File: src/rtl/deadlock_wdog_ctrl.sv
// deadlock_wdog_ctrl: watches a set of dataflow processes for a global stall.
// A stall is one where at least one process waits on an AXIS port and every
// other process is either idle or waiting on a channel.
// When the stall persists for the threshold number of cycles, the block trips,
// raises a sticky block flag, and emits one snapshot report.
// Optional build macro: DEADLOCK_WDOG_STAMP_EN adds a free-running cycle
// timestamp to the report. Without it, rpt_stamp is tied to zero.
module deadlock_wdog_ctrl #(
    parameter int NPROC = 4,
    parameter int CNT_W = 16
) (
    input  logic             clock,
    input  logic             reset,
    input  logic             enable,
    input  logic [CNT_W-1:0] threshold,
    input  logic [NPROC-1:0] proc_idle,
    input  logic [NPROC-1:0] proc_chan_block,
    input  logic [NPROC-1:0] proc_axis_block,
    input  logic             clear,
    output logic             block,
    output logic             rpt_valid,
    input  logic             rpt_ready,
    output logic [NPROC-1:0] rpt_axis_vec,
    output logic [NPROC-1:0] rpt_chan_vec,
    output logic [31:0]      rpt_stamp,
    output logic [7:0]       trip_count
);

    typedef enum logic [1:0] {
        IDLE    = 2'd0,
        WATCH   = 2'd1,
        COUNT   = 2'd2,
        TRIPPED = 2'd3
    } state_t;

    localparam logic [CNT_W-1:0] CNT_ONE = CNT_W'(1);
    localparam logic [CNT_W-1:0] CNT_MAX = '1;

    state_t           state;
    state_t           state_next;
    logic [CNT_W-1:0] count;
    logic [CNT_W-1:0] count_next;
    logic             stall;
    logic             trip;
    logic             release_trip;
    logic [CNT_W-1:0] eff_threshold;
    logic [CNT_W-1:0] trip_level;

    // A stall needs some AXIS wait, and no process may be doing useful work.
    assign stall         = (|proc_axis_block) &
                           (&(proc_idle | proc_chan_block | proc_axis_block));
    // A zero threshold behaves like one, so the block can never trip
    // without a stall.
    assign eff_threshold = (threshold == '0) ? CNT_ONE : threshold;
    assign trip_level    = eff_threshold - CNT_ONE;
    assign release_trip  = enable && (state == TRIPPED) && clear;

    // Next-state and stall-counter logic. Enable low overrides everything else.
    always_comb begin
        state_next = state;
        count_next = count;
        trip       = 1'b0;
        if (!enable) begin
            state_next = IDLE;
            count_next = '0;
        end else begin
            case (state)
                IDLE: begin
                    state_next = WATCH;
                    count_next = '0;
                end
                WATCH: begin
                    count_next = '0;
                    if (!clear && stall) begin
                        if (eff_threshold == CNT_ONE) begin
                            state_next = TRIPPED;
                            trip       = 1'b1;
                        end else begin
                            state_next = COUNT;
                            count_next = CNT_ONE;
                        end
                    end
                end
                COUNT: begin
                    if (clear || !stall) begin
                        state_next = WATCH;
                        count_next = '0;
                    end else if (count >= trip_level) begin
                        state_next = TRIPPED;
                        count_next = '0;
                        trip       = 1'b1;
                    end else if (count != CNT_MAX) begin
                        count_next = count + CNT_ONE;
                    end
                end
                TRIPPED: begin
                    count_next = '0;
                    if (clear) begin
                        state_next = WATCH;
                    end
                end
                default: begin
                    state_next = IDLE;
                    count_next = '0;
                end
            endcase
        end
    end

    // State, counter and the registered deadlock flag.
    always_ff @(posedge clock or posedge reset) begin
        if (reset) begin
            state <= IDLE;
            count <= '0;
            block <= 1'b0;
        end else begin
            state <= state_next;
            count <= count_next;
            block <= (state_next == TRIPPED);
        end
    end

    // Report handshake, payload capture and the saturating trip counter.
    always_ff @(posedge clock or posedge reset) begin
        if (reset) begin
            rpt_valid    <= 1'b0;
            rpt_axis_vec <= '0;
            rpt_chan_vec <= '0;
            trip_count   <= 8'd0;
        end else begin
            if (trip) begin
                rpt_valid    <= 1'b1;
                rpt_axis_vec <= proc_axis_block;
                rpt_chan_vec <= proc_chan_block;
                if (trip_count != 8'hFF) begin
                    trip_count <= trip_count + 8'd1;
                end
            end else if ((rpt_valid && rpt_ready) || release_trip) begin
                rpt_valid <= 1'b0;
            end
        end
    end

`ifdef DEADLOCK_WDOG_STAMP_EN
    logic [31:0] stamp_cnt;

    // Free-running wrapping cycle counter, and the capture of its value on a trip.
    always_ff @(posedge clock or posedge reset) begin
        if (reset) begin
            stamp_cnt <= 32'd0;
            rpt_stamp <= 32'd0;
        end else begin
            stamp_cnt <= stamp_cnt + 32'd1;
            if (trip) begin
                rpt_stamp <= stamp_cnt;
            end
        end
    end
`else
    assign rpt_stamp = 32'd0;
`endif

endmodule

File: config.mk
export PLATFORM = sky130hd
export DESIGN_NAME = deadlock_wdog_ctrl
export DESIGN_NICKNAME = d
export VERILOG_FILES = /design/src/rtl/deadlock_wdog_ctrl.sv
export SDC_FILE = /design/constraint.sdc
export NUM_CORES = 1
export LEC_CHECK = 0
export ABC_AREA = 1
export ABC_CLOCK_PERIOD_IN_PS = 2750
export CAP_MARGIN = 30
export CELL_PAD_IN_SITES_DETAIL_PLACEMENT = 1
export CELL_PAD_IN_SITES_GLOBAL_PLACEMENT = 1
export CORE_ASPECT_RATIO = 1.2
export CORE_MARGIN = 2
export CORE_UTILIZATION = 36
export CTS_BUF_LIST = sky130_fd_sc_hd__clkbuf_8
export DETAILED_ROUTE_END_ITERATION = 10
export PLACE_DENSITY_LB_ADDON = 0.1
export SLEW_MARGIN = 20
export SYNTH_ARGS = -nofsm -noshare
export SYNTH_HDL_FRONTEND = slang
export SYNTH_SLANG_ARGS = --single-unit
File: constraint.sdc
create_clock -name clock -period 2.75 [get_ports clock]
set_clock_uncertainty 0.2 [all_clocks]
set_input_delay 0.275 -clock clock [delete_from_list [all_inputs] [get_ports clock]]
set_output_delay 0.275 -clock clock [all_outputs]
set_load 0.005 [all_outputs]
# [Word level (Yosys, flattened, before mapping)]
# Cells that the tools add are included.
[word_totals] word_cells=60 output_inout_bits=50 input_bits=33 regBits=36
[classes] n_bitwise=3 n_eq_ne=8 add_sub_neg=3 mux=23 reduce_logical=15 magnitude_cmp=1
[ops] operator="16-bit 2-to-1 mux" n=5
[ops] operator="16-bit case mux with 3 select lines" n=1
[ops] operator="16-bit by 1-bit adder with 16-bit output (second input constant)" n=1
[ops] operator="16-bit by 1-bit == test with 1-bit output (second input constant)" n=1
[ops] operator="16-bit greater-or-equal comparator" n=1
[ops] operator="16-bit logical NOT" n=1
[ops] operator="16-bit inequality test (second input constant)" n=1
[ops] operator="16-bit by 1-bit subtractor with 16-bit output (second input constant)" n=1
[ops] operator="1-bit 2-to-1 mux" n=10
[ops] operator="2-bit 2-to-1 mux" n=5
[ops] operator="8-bit by 1-bit adder with 8-bit output (second input constant)" n=1
[ops] operator="8-bit inequality test (second input constant)" n=1
[ops] operator="4-bit OR" n=2
[ops] operator="2-bit case mux with 4 select lines" n=1
[ops] operator="2-bit == test (second input constant)" n=3
[ops] operator="5-bit inequality test (second input constant)" n=1
[ops] operator="1-bit logical AND" n=4
[ops] operator="4-bit AND reduction" n=1
[ops] operator="4-bit OR reduction" n=1
[ops] operator="2-bit by 1-bit == test with 1-bit output (second input constant)" n=1
[ops] operator="1-bit logical NOT" n=2
[ops] operator="2-bit logical NOT" n=1
[ops] operator="1-bit logical OR" n=2
[ops] operator="1-bit case mux with 2 select lines" n=1
[ops] operator="other kinds (4)" n=4

# [Depth between registers and ports, before layout]
[depth] word_depth=10 ltp_mapped=24 depth_no_buf=23

# [Least setup slack after synthesis]
# No wires, ideal clock.
[synth_path] path_type="input to register" from="input port threshold[15]" to="register rpt_valid" cell_stages=20 arrival_ns=2.930 path_slack_ns=-0.510 setup_time_ns=0.130 path_cell_list="or2_2 > nor3_1 > nand3_1 > nand2_1 > inv_1 > ha_1 > nand2_1 > nor3_1 > nand3_1 > xor2_1 > ha_1 > nand2_1 > o21ai_0 > a21oi_2 > nand2_2 > nand2_1 > nand2_2 > nand2_2 > buf_2 > o21ai_0"
[synth_between] elab_chain_len=9 word_cells_on_any_way=13
[synth_lines] element="start: declaration" line="15" rtl="input logic [CNT_W-1:0] threshold,"
[synth_lines] element="16-bit logical NOT" line="54" rtl="assign eff_threshold = (threshold == '0) ? CNT_ONE : threshold;"
[synth_lines] element="16-bit 2-to-1 mux *" line="54"
[synth_lines] element="16-bit by 1-bit subtractor with 16-bit output" line="55" rtl="assign trip_level = eff_threshold - CNT_ONE;"
[synth_lines] element="16-bit greater-or-equal comparator" line="88" rtl="end else if (count >= trip_level) begin"
[synth_lines] element="1-bit 2-to-1 mux" line="88"
[synth_lines] element="1-bit 2-to-1 mux" line="85" rtl="if (clear || !stall) begin"
[synth_lines] element="1-bit case mux with 2 select lines *" line="67" rtl="case (state)"
[synth_lines] element="1-bit 2-to-1 mux *" line="63" rtl="if (!enable) begin"
[synth_lines] element="1-bit 2-to-1 mux or 2-bit nonzero test (tied branches)"
[synth_lines] element="end signal: assignment" line="126" rtl="rpt_valid <= 1'b0;"
[synth_lines] element="end signal: assignment" line="132" rtl="rpt_valid <= 1'b1;"
[synth_lines] element="end signal: assignment" line="139" rtl="rpt_valid <= 1'b0;"
[synth_lines] element="end: declaration" line="21" rtl="output logic rpt_valid,"
# Mark *: on every way between the ends. The rest lies on a longest branch, timed or not.
# A chain may end at the register's enable or synchronous reset.

# [Worst setup path after layout]
[layout_path] from="input port threshold[14]" to="register count[11]"
[layout_between] elab_chain_len=8 word_cells_on_any_way=9
[layout_lines] element="16-bit logical NOT" line="54"
[layout_lines] element="16-bit 2-to-1 mux *" line="54"
[layout_lines] element="16-bit by 1-bit subtractor with 16-bit output *" line="55"
[layout_lines] element="16-bit greater-or-equal comparator *" line="88"
[layout_lines] element="16-bit 2-to-1 mux" line="88"
[layout_lines] element="16-bit 2-to-1 mux" line="85"
[layout_lines] element="16-bit case mux with 3 select lines" line="67"
[layout_lines] element="16-bit 2-to-1 mux" line="63"
[layout_lines] element="end signal: assignment" line="118" rtl="count <= count_next;"
[layout_lines] element="end: declaration" line="41" rtl="logic [CNT_W-1:0] count;"
# Marked as above.

==> flow_metrics.py <==
metrics = {
    "synthesis": {
        "yosys_most_used_dff": "dfrtp_1",
        "synth_edf_count": 0,
        "ys_seq_area_frac": 0.287,
        "syn_avg_cell_area_um2": 6.94,
        "yosysWarnings": 0,
        "yosysTopAreaCell": "dfrtp_1",
        "netlist_area_um2": 3140,
        "synthDominantCellAreaShare": 0.287,
        "synthTopCellsByCount": "nand2_1, inv_1, nor2_1, dfrtp_1",
        "synthMostInstantiatedCell": "nand2_1",
        "synth_cell_types": 34,
        "synthCells": 453,
        "synth_area_leaders": "dfrtp_1, nand2_1, ha_1",
        "ys_ff_latch": 36,
        "synthArstFlopShare": 1.00,
    },
    "routing": {
        "drt_wl_total_mm": 10.3,
        "antenna_left": 0,
        "wire_per_inst_um": 15.1,
        "drtIter0Drc": 132,
        "drc": 0,
        "vias": 3317,
        "routed_via_density": 4.84,
        "drt_pass1_iterations": 4,
    },
    "place": {
        "dpl_cell_area_um2": 4090,
        "gp_congestion": 0.888,
        "numPortBuffers": 50,
        "post-place-ws_ns": -1.06,
        "dp.final_hpwl_mm": 7.86,
    },
    "worst_hold_path": {
        "hold_class": "primary input to async pin",
    },
    "clocking": {
        "cts_buffers": 5,
        "cts_buffer_depth": 2,
        "cts_tree": "done",
        "clk_pin_slew_worst_paths_ns": 0.08,
        "postCtsHoldBufs": 0,
        "htreeDepth": 2,
        "cts_root_buffer": "clkbuf_8",
        "clock_latency_ns": 0.29,
        "cts_sinks": 36,
    },
    "pwr": {
        "vdd_drop_max_mv": 0.165,
        "leakagePower_nw": 2.27,
        "power_density_nw_per_um2": 259,
    },
    "outcome": {
        "status": "complete, but fails checks",
        "violations": "setup timing",
    },
    "sta": {
        "hold_ws_ns": 0.207,
        "layout_min_cycle_time_ns": 3.01,
        "worst_slack_ns": -0.260,
        "maxSlewViolCount": 0,
        "fin_crit_sh": 1.09,
        "rsz0062_at_grt": "yes",
        "hold_violations": 0,
        "finalSetupViolCount": 36,
        "maxSlewHeadroom": 0.658,
        "maxClockFrequency_mhz": 332,
        "tightest_slew_ns": 0.513,
    },
    "cells_and_area": {
        "layout.area.seq_um2": 901,
        "diodes": 0,
        "multi_input_area_um2": 2270,
        "num-nets-final": 625,
        "stdcell_area_um2": 4590,
        "fin_util": 0.539,
        "syn2layout_area_growth_pct": 46.1,
        "fillCellCount": 1119,
        "drive_gt1_frac": 0.302,
    },
    "setup_path": {
        "path_class": "primary input to register",
        "cp.arrival_ns": 3.03,
        "cp-end-kind": "register",
        "critPathLaunchType": "primary input",
        "path_max_fanout": 5,
        "required_ns": 2.77,
    },
    "global_routing": {
        "antenna_found_initial": 0,
        "grt_pass1_wl_mm": 16.3,
        "gr-total-overflow": 0,
        "grt_pass1_vias": 3610,
        "track_usage": 0.221,
        "grt_max_degree": 37,
    },
    "die": {
        "rows": 37,
        "core-area_um2": 8520,
        "die_h_um": 106,
        "initial_core_util": 0.369,
        "die_x_um": 89.3,
        "die_area_um2": 9500,
        "ioPinCount": 83,
    },
    "run": {
        "drv_cap": 0,
    },
}
[registers in the layout, summed over array words and instances, names as in the netlist]
signal	cells
count	16
trip_count	8
rpt_axis_vec	4
rpt_chan_vec	4
state	2
block	1
rpt_valid	1
[critical path, cell delays in order]
cell      delay (ns)
buf_6           0.09
or2_4           0.26
nor3_4          0.24
nand3_4         0.12
nand2_4         0.10
inv_4           0.04
ha_4            0.15
nand2_4         0.09
nor3_4          0.06
nand3_2         0.08
xor2_2          0.15
ha_1            0.28
nand2_4         0.12
nor2_2          0.06
a21oi_4         0.25
nand2_8         0.12
nor2_4          0.16
buf_6           0.15
nand3_2         0.06
a21boi_1        0.15
[through the flow]
step	power (W)	instances	setup TNS, ns
5_1_grt	0.00125	686	-12.04
3_3_place_gp	0.000764	653	-29.74
6_report	0.00119	686	-7.19
3_5_place_dp	0.000771	653	-34.26
4_1_cts	0.00120	681	-5.25
2_1_floorplan	0.000686	484	-2.94
[cell type report]
cell class | count | area share
Timing Repair Buffer | 114 | 0.208
Clock inverter | 2 | 0.00218
Clock buffer | 6 | 0.0180
Multi-Input combinational cell | 351 | 0.494
Tap cell | 117 | 0.0319
Sequential cell | 36 | 0.196
Inverter | 60 | 0.0501
[power breakdown]
part / total (W) / leakage, nW / internal [W] / switching [W]
registers: 0.000535 / 0.501 / 0.000532 / 0.00000340
logic: 0.000249 / 1.72 / 0.000114 / 0.000136
clock network: 0.000405 / 0.0510 / 0.000200 / 0.000204
[layout by cell type (no fill, tap or decap), drive strengths merged]
cell type,instances
o21ai,19
a21boi,1
clkdlybuf4s50,34
inv,60
nor3,9
clkinv,2
dfrtp,36
xnor2,5
or2,4
o21bai,1
a32oi,1
conb,32
xor2,13
nor3b,1
ha,24
nand3,33
a21oi,14
o21a,2
a31oi,3
nor4,3
buf,72
nand4,18
nand2,114
a31o,1
clkbuf,12
nor2,53
clkdlybuf4s15,2
[cells by family after synthesis]
family                     count (synthesis)  share of synthesized area
DFF                                       36                      0.287
and+or+nand+nor                          235                      0.334
adders and majority gates                 24                     0.0955
other                                      1                    0.00119
xor gates and xnor gates                  18                     0.0501
buffers and inverters                     97                      0.158
AOI/OAI and AO/OA                         42                     0.0748
[worst paths after layout]
check,from,to,slack [ns],cells past startpoint
worst min register to register,rpt_chan_vec[3],rpt_chan_vec[3],0.30,2
worst min-delay path,reset,count[0],0.21,3
worst max-delay path,threshold[14],count[11],-0.26,20
worst max register to register,count[1],count[7],0.36,12
min in group clock,rpt_chan_vec[3],rpt_chan_vec[3],0.30,2
max in group asynchronous,reset,rpt_axis_vec[1],1.78,3
[layer usage]
metal	part of all wire	GRT usage
met1	0.37	0.222
met2	0.54	0.424
met3	0.035	0.0280
met4	0.051	0.115
met5	0	0
[repair_timing]
action,4_1_cts,5_1_grt
setup endpoints to repair,36,36
pin swaps,43,42
gates resized for setup,81,45
gates cloned,0,0
buffers inserted,20,5
Power figures use the tool's default switching activity.
